[config.mk]
export PLATFORM = sky130hd
export DESIGN_NAME = serial_adder_acc_flat
export DESIGN_NICKNAME = d
export VERILOG_FILES = /design/src/rtl/serial_adder_acc_if.sv /design/src/rtl/serial_adder_acc.sv /design/src/flat_wrapper.sv
export SDC_FILE = /design/constraint.sdc
export NUM_CORES = 1
export LEC_CHECK = 0
export ABC_AREA = 1
export BUFFER_PORTS_ARGS = -buffer_cell sky130_fd_sc_hd__buf_2
export CORE_AREA = 2 2 63 89
export DETAILED_ROUTE_END_ITERATION = 8
export DIE_AREA = 0 0 65 91
export PLACE_DENSITY_LB_ADDON = 0.15
export RECOVER_POWER = 50
export SLEW_MARGIN = 20
export SYNTH_ARGS = -nofsm -noshare
export SYNTH_HDL_FRONTEND = slang
export SYNTH_SLANG_ARGS = --single-unit
[constraint.sdc]
create_clock -name clk -period 1.52 [get_ports clk]
set_input_delay 0.38 -clock clk [delete_from_list [all_inputs] [get_ports clk]]
set_output_delay 0.38 -clock clk [all_outputs]
set_load 0.02 [all_outputs]
[src/rtl/serial_adder_acc_if.sv]
// Handshake and operand bundle for serial_adder_acc.
// The master side drives the request; the slave side is the adder itself.
interface serial_adder_acc_if #(
  parameter int WIDTH = 8
);
  logic             start;
  logic [WIDTH-1:0] a;
  logic [WIDTH-1:0] b;
  logic             sub;
  logic             acc_mode;
  logic             busy;
  logic             done;
  logic [WIDTH-1:0] sum;
  logic             carry_out;
  logic             overflow;

  modport master (
    output start, a, b, sub, acc_mode,
    input  busy, done, sum, carry_out, overflow
  );

  modport slave (
    input  start, a, b, sub, acc_mode,
    output busy, done, sum, carry_out, overflow
  );
endinterface

[src/rtl/serial_adder_acc.sv]
// Digit-serial adder/subtractor with accumulate mode: DIGIT bits per clock, LSB first,
// start/busy/done handshake, result and flags published only when the operation completes.
module serial_adder_acc #(
  parameter int WIDTH = 8,
  parameter int DIGIT = 1
) (
  input logic              clk,
  input logic              reset,
  serial_adder_acc_if.slave bus
);
  localparam int STEPS = WIDTH / DIGIT;
  localparam int STEPW = (STEPS > 1) ? $clog2(STEPS) : 1;

  typedef enum logic [1:0] {IDLE, RUN, DONE} state_t;

  state_t             r_state;
  state_t             w_stateNext;
  logic [WIDTH-1:0]   r_opA;
  logic [WIDTH-1:0]   r_opB;
  logic [WIDTH-1:0]   r_shadow;
  logic [WIDTH-1:0]   r_sum;
  logic [STEPW-1:0]   r_step;
  logic               r_aMsb;
  logic               r_bMsb;
  logic               r_carry;
  logic               r_carryOut;
  logic               r_overflow;

  logic               w_accept;
  logic               w_lastStep;
  logic [WIDTH-1:0]   w_opA;
  logic [WIDTH-1:0]   w_opB;
  logic [DIGIT:0]     w_digitSum;
  logic [WIDTH-1:0]   w_shadowNext;

  assign w_accept   = bus.start && (r_state != RUN);
  assign w_lastStep = (r_step == STEPW'(STEPS - 1));
  assign w_opA      = bus.acc_mode ? r_sum : bus.a;
  assign w_opB      = bus.sub ? ~bus.b : bus.b;

  // Operands shift right each step, so the active digit is always the low DIGIT bits.
  assign w_digitSum   = {1'b0, r_opA[DIGIT-1:0]} + {1'b0, r_opB[DIGIT-1:0]}
                      + {{DIGIT{1'b0}}, r_carry};
  assign w_shadowNext = WIDTH'({w_digitSum[DIGIT-1:0], r_shadow} >> DIGIT);

  always_ff @(posedge clk or posedge reset) begin
    if (reset) begin
      r_state <= IDLE;
    end else begin
      r_state <= w_stateNext;
    end
  end

  always_comb begin
    w_stateNext = r_state;
    case (r_state)
      IDLE:    if (bus.start) w_stateNext = RUN;
      RUN:     if (w_lastStep) w_stateNext = DONE;
      DONE:    w_stateNext = bus.start ? RUN : IDLE;
      default: w_stateNext = IDLE;
    endcase
  end

  // Result and flags are loaded on the edge that enters DONE, so they are valid with done.
  always_ff @(posedge clk or posedge reset) begin
    if (reset) begin
      r_opA      <= '0;
      r_opB      <= '0;
      r_shadow   <= '0;
      r_sum      <= '0;
      r_step     <= '0;
      r_aMsb     <= 1'b0;
      r_bMsb     <= 1'b0;
      r_carry    <= 1'b0;
      r_carryOut <= 1'b0;
      r_overflow <= 1'b0;
    end else if (w_accept) begin
      r_opA   <= w_opA;
      r_opB   <= w_opB;
      r_aMsb  <= w_opA[WIDTH-1];
      r_bMsb  <= w_opB[WIDTH-1];
      r_carry <= bus.sub;
      r_step  <= '0;
    end else if (r_state == RUN) begin
      r_opA    <= r_opA >> DIGIT;
      r_opB    <= r_opB >> DIGIT;
      r_carry  <= w_digitSum[DIGIT];
      r_shadow <= w_shadowNext;
      r_step   <= r_step + STEPW'(1);
      if (w_lastStep) begin
        r_sum      <= w_shadowNext;
        r_carryOut <= w_digitSum[DIGIT];
        r_overflow <= (r_aMsb == r_bMsb) && (w_shadowNext[WIDTH-1] != r_aMsb);
      end
    end
  end

  assign bus.busy      = (r_state == RUN);
  assign bus.done      = (r_state == DONE);
  assign bus.sum       = r_sum;
  assign bus.carry_out = r_carryOut;
  assign bus.overflow  = r_overflow;
endmodule

[src/flat_wrapper.sv]
// flat-port wrapper written by rule: the top's interface ports become plain ports
module serial_adder_acc_flat 
#(
  parameter int WIDTH = 8,
  parameter int DIGIT = 1
)
  (clk, reset, bus_start, bus_a, bus_b, bus_sub, bus_acc_mode, bus_busy, bus_done, bus_sum, bus_carry_out, bus_overflow);
  serial_adder_acc_if #(.WIDTH(WIDTH)) bus_i ();
  input logic clk;
  input logic reset;
  input wire logic [$bits(bus_i.start)-1:0] bus_start;
  input wire logic [$bits(bus_i.a)-1:0] bus_a;
  input wire logic [$bits(bus_i.b)-1:0] bus_b;
  input wire logic [$bits(bus_i.sub)-1:0] bus_sub;
  input wire logic [$bits(bus_i.acc_mode)-1:0] bus_acc_mode;
  output wire logic [$bits(bus_i.busy)-1:0] bus_busy;
  output wire logic [$bits(bus_i.done)-1:0] bus_done;
  output wire logic [$bits(bus_i.sum)-1:0] bus_sum;
  output wire logic [$bits(bus_i.carry_out)-1:0] bus_carry_out;
  output wire logic [$bits(bus_i.overflow)-1:0] bus_overflow;
  assign bus_i.start = bus_start;
  assign bus_i.a = bus_a;
  assign bus_i.b = bus_b;
  assign bus_i.sub = bus_sub;
  assign bus_i.acc_mode = bus_acc_mode;
  assign bus_busy = bus_i.busy;
  assign bus_done = bus_i.done;
  assign bus_sum = bus_i.sum;
  assign bus_carry_out = bus_i.carry_out;
  assign bus_overflow = bus_i.overflow;
  serial_adder_acc #(.WIDTH(WIDTH), .DIGIT(DIGIT)) u_core (.clk(clk), .reset(reset), .bus(bus_i));
endmodule
Word level (Yosys, flattened, before mapping) --
Cells that the tools add are included. W data, S select, Z words.
Operators by class: add/sub/neg operators 3, multiply operators 0, div/mod/pow operators 0, magnitude comparators 0, equality and inequality tests 8, shifts and indexed selects 0, muxes and demuxes 14, bitwise logic cells 2, reductions and logical operators 7
Operators by type and width (number):
- $mux W8 | 6
- $not A8 Y8 | 1
- $mux W3 | 2
- $pmux W2 S3 | 1
- $mux W2 | 2
- $ne A2 B1 Y1 const B | 2
- $reduce_and A2 Y1 | 2
- $add A3 B1 Y3 const B | 1
- $eq A3 B3 Y1 const B | 1
- $mux W1 | 3
- $reduce_and A3 Y1 | 1
- $add A1 B1 Y2 | 1
- $add A2 B1 Y2 | 1
- $eq A2 B1 Y1 const B | 1
- $eq A2 B2 Y1 const B | 1
- $logic_and A1 B1 Y1 | 2
- $logic_not A2 Y1 | 1
- $ne A2 B2 Y1 const B | 1
- $reduce_bool A2 Y1 | 1
- $eq A1 B1 Y1 | 1
- $ne A1 B1 Y1 | 1
- $not A1 Y1 | 1
Word-level totals: register bits 42, latch bits 0, bits in writable memories 0, memory bits (read-only) 0, input port bits 21, logic and storage cells 45, memories kept 0

Logic depth before layout (Yosys ltp) --
depth after elaboration 4, mapped depth 6

Worst setup path before layout --
Ideal clock, no wire load.
path type register -> register, start point register u_core.r_carry, end point register u_core.r_overflow (netlist: u_core.bus.overflow), library setup time 0.116 ns, arrival time 1.176 ns, required time 1.404 ns, path slack 0.227 ns, cell stages (with the launch flop) 7, cell sequence dfrtp_1 -> fa_1 -> inv_1 -> nand3_1 -> nand2_1 -> nand2_1 -> nand2_1
Between the ends: longest elaborated chain between the ends 3
RTL lines:
- start, declared | RTL line serial_adder_acc.sv:25 | logic r_carry;
- start signal, assigned | RTL line serial_adder_acc.sv:82 | r_carry <= bus.sub;
- start signal, assigned | RTL line serial_adder_acc.sv:87 | r_carry <= w_digitSum[DIGIT];
- $add A2 B1 Y2 | RTL line serial_adder_acc.sv:43 | + {{DIGIT{1'b0}}, r_carry};
- via u_core.w_digitSum[0] | RTL line serial_adder_acc.sv:33 | logic [DIGIT:0] w_digitSum;
- $ne A1 B1 Y1 | RTL line serial_adder_acc.sv:93 | r_overflow <= (r_aMsb == r_bMsb) && (w_shadowNext[WIDTH-1] != r_aMsb);
- $logic_and A1 B1 Y1 | RTL line serial_adder_acc.sv:93
- end signal, assigned | RTL line serial_adder_acc.sv:93
- end, declared | RTL line serial_adder_acc.sv:27 | logic r_overflow;
The timed path passes the listed nets, and every way through them passes these cells. A chain may end at the register's enable or synchronous reset.

Final worst setup path --
start point register u_core.r_state[0], end point output bus_busy
Between the ends: longest elaborated chain between the ends 1
RTL lines:
- start, declared | RTL line serial_adder_acc.sv:16 | state_t r_state;
- start signal, assigned | RTL line serial_adder_acc.sv:50 | r_state <= w_stateNext;
- $eq A2 B1 Y1 | RTL line serial_adder_acc.sv:98 | assign bus.busy = (r_state == RUN);
- end, declared | RTL line flat_wrapper.sv:16 | output wire logic [$bits(bus_i.busy)-1:0] bus_busy;
No other way between the ends.

==> results.json <==
{
  "fp.dieArea_sq_mm": 0.00592,
  "cts_htree_levels": 2,
  "ys_seq_area_share_pct": 51.6,
  "die_h_um": 91,
  "worst_setup_path_end_kind": "output port",
  "grt_pass1_wl_mm": 7.03,
  "syn_area_sq_mm": 0.00199,
  "fin_crit_ps": 1460,
  "drive_gt1_share_pct": 20.7,
  "ir_worst_vdd_mv": 0.442,
  "place_area_sq_mm": 0.00225,
  "crit_chain": "inv_2 -> nor2_4 -> buf_4",
  "drv_slew": 0,
  "status": "complete, no violations",
  "cts_hold_buffers": 0,
  "io_buffers": 32,
  "cp.arrival_ps": 1080,
  "power_frac_comb_pct": 39.9,
  "max_stage_delay_ps": 420,
  "cts_sinks": 41,
  "gp_congestion": 0.756,
  "power_density_mw_per_mm2": 1810,
  "synth_top_area_share_pct": 51.6,
  "firstDrtPassIters": 4,
  "relSlewSlack_pct": 31.6,
  "grt_antenna_before_repair": 0,
  "rows": 31,
  "via_per_inst": 4.64,
  "synthTopCellsByArea": "dfrtp_1, nand2_1, nand3_1",
  "cts_buffer_depth": 2,
  "pin_count": 33,
  "p_int_uw": 2550,
  "die_w_um": 65,
  "clk_pin_slew_ps": 70,
  "setup_tns_ps": 0,
  "fin_crit_sh_pct": 95.7,
  "cts_buffers": 5,
  "yosysUniqueCellTypes": 21,
  "fin_skew_ps": 6.53,
  "tightest_slew_ps": 1030,
  "crit_family": "flip-flops",
  "cts_tree": "built",
  "area_delta_synth_final_pct": 17.0,
  "synth_nets": 271,
  "ys.warnings.count": 0,
  "cts-root-buf": "clkbuf_8",
  "drcViolationCount": 0,
  "overflow": 0,
  "start_util_pct": 39.1,
  "drtIter0Drc": 75,
  "crit_type": "flip-flop to output port",
  "grt_pass1_vias": 1578,
  "drtAntennaViolNets": 0,
  "fin_area_sq_mm": 0.00232,
  "hpwl_mm": 3.01,
  "layout.nets": 309,
  "maxCapViolations": 0,
  "worstSetupStartpointType": "flip-flop",
  "synth_area_leader_cell": "dfrtp_1",
  "wl_per_cell_um": 11.5,
  "pwr-share-seq_pct": 43.4,
  "synth_cells": 247,
  "ys_ff_latch": 41,
  "pwr-share-clk_pct": 16.7,
  "rsz0062_at_grt": "no",
  "fmax_ghz": 0.687,
  "num_vias": 1628,
  "crit_slowest_cell": "dfrtp_2",
  "crit_path_max_fanout": 4,
  "antenna-diode-count": 0,
  "p_sw_share_pct": 39.4,
  "cp_num_buf_inv": 2,
  "grt_max_degree": 42,
  "worstPathRequired_ps": 1140,
  "final_hold_viol_count": 0,
  "setup_viol": 0,
  "hold_path.class": "input port to flip-flop",
  "grt_use_total_pct": 15.2,
  "switchingPower_uw": 1660,
  "core_sq_mm": 0.00508,
  "p_leak_uw": 0.00129,
  "syn_area_per_cell_sq_um": 8.04,
  "wl_mm": 4.05,
  "clk_latency_ps": 290
}
worst paths after layout:
kind	endpoint	cells after the start	slack (ps)	start
worst max-delay path	bus_busy	3	60	u_core.r_state[0]
worst min-delay path	u_core.r_bMsb	4	380	bus_b[7]
worst max register to register	u_core.bus.overflow	6	140	u_core.r_step[0]
worst min register to register	u_core.r_step[0]	1	480	u_core.r_step[0]
max in group asynchronous	u_core.r_state[0]	3	430	reset
min in group asynchronous	u_core.r_opA[0]	3	400	reset
registers in the layout (all words and copies together) (netlist names), 2 cells and up:
register         count
u_core.r_step        3
u_core.r_state       2
u_core.bus.sum       8
u_core.r_opA         8
u_core.r_opB         8
u_core.r_shadow      7
metal layers:
metal / vias up / share of wire, % / global-route usage (%)
met3: 5 / 4.0 / 3.35
li1: 841 / - / -
met4: 0 / 1.7 / 5.85
met5: - / 0 / 0
met1: 747 / 45 / 18.8
met2: 35 / 50 / 25.3
layout by cell type (no fill, tap or decap), drive strengths merged:
| cell | n |
|---|---|
| nand2 | 115 |
| dfrtp | 41 |
| buf | 38 |
| nand3 | 31 |
| inv | 23 |
| o21ai | 16 |
| clkbuf | 10 |
| nor2 | 3 |
| ha | 2 |
| a21oi | 2 |
| xor2 | 1 |
| o22ai | 1 |
| nand3b | 1 |
| fa | 1 |
per-stage QoR:
step	cells	utilization (%)	power (uW)	setup slack [ps]	hold slack [ps]
floorplan	247	-	3040	194	442
global placement	343	44.3	3540	177	454
detailed placement	343	44.3	3570	147	456
CTS	350	46.0	4290	14.1	141
global route	351	45.8	4590	5.38	404
finish	351	45.8	4210	64.8	383
power by group through the flow:
stage	Combinational [uW]	Sequential (uW)	Clock (uW)
2_1_floorplan	1120	1920	0
3_3_place_gp	1700	1840	0
3_5_place_dp	1720	1850	0
4_1_cts	1730	1830	732
5_1_grt	1930	1880	773
6_report	1680	1830	704
Yosys cell counts (all sizes together):
| cell | instances |
|---|---|
| a21oi | 2 |
| buf | 10 |
| dfrtp | 41 |
| fa | 1 |
| ha | 2 |
| inv | 23 |
| nand2 | 115 |
| nand3 | 31 |
| nand3b | 1 |
| nor2 | 3 |
| o21ai | 16 |
| o22ai | 1 |
| xor2 | 1 |
what timing repair did:
| item | in CTS | in global routing |
|---|---|---|
| setup endpoints to repair | 1 | 1 |
| buffers inserted | 0 | 1 |
| gates resized for setup | 1 | 1 |
logic make-up (layout without fill, tap and decap cells):
| family | Yosys count | after routing | share of synthesized area (%) |
|---|---|---|---|
| buffers and inverters | 33 | 71 | 7.68 |
| AOI/OAI and AO/OA | 19 | 19 | 6.74 |
| xor gates and xnor gates | 1 | 1 | 0.441 |
| adders and majority gates | 3 | 3 | 2.27 |
| DFF | 41 | 41 | 51.6 |
| and+or+nand+nor | 150 | 150 | 31.2 |
worst register-to-register path, stage by stage (launching register included):
cell and delay (ps):
dfrtp_1 400, ha_1 200, ha_1 220, nand2_4 210, inv_1 130, nand2_1 80, nand2_1 40
layout make-up:
class                   instances  area (sq um)
clock buffers                   7          86.3
fillers                       535          2760
inverters                      23          86.3
multi-input cells             173           808
flip-flops and latches         41          1030
well taps                      66          82.6
repair buffers                 41           234
(Power assumes the default switching activity.)
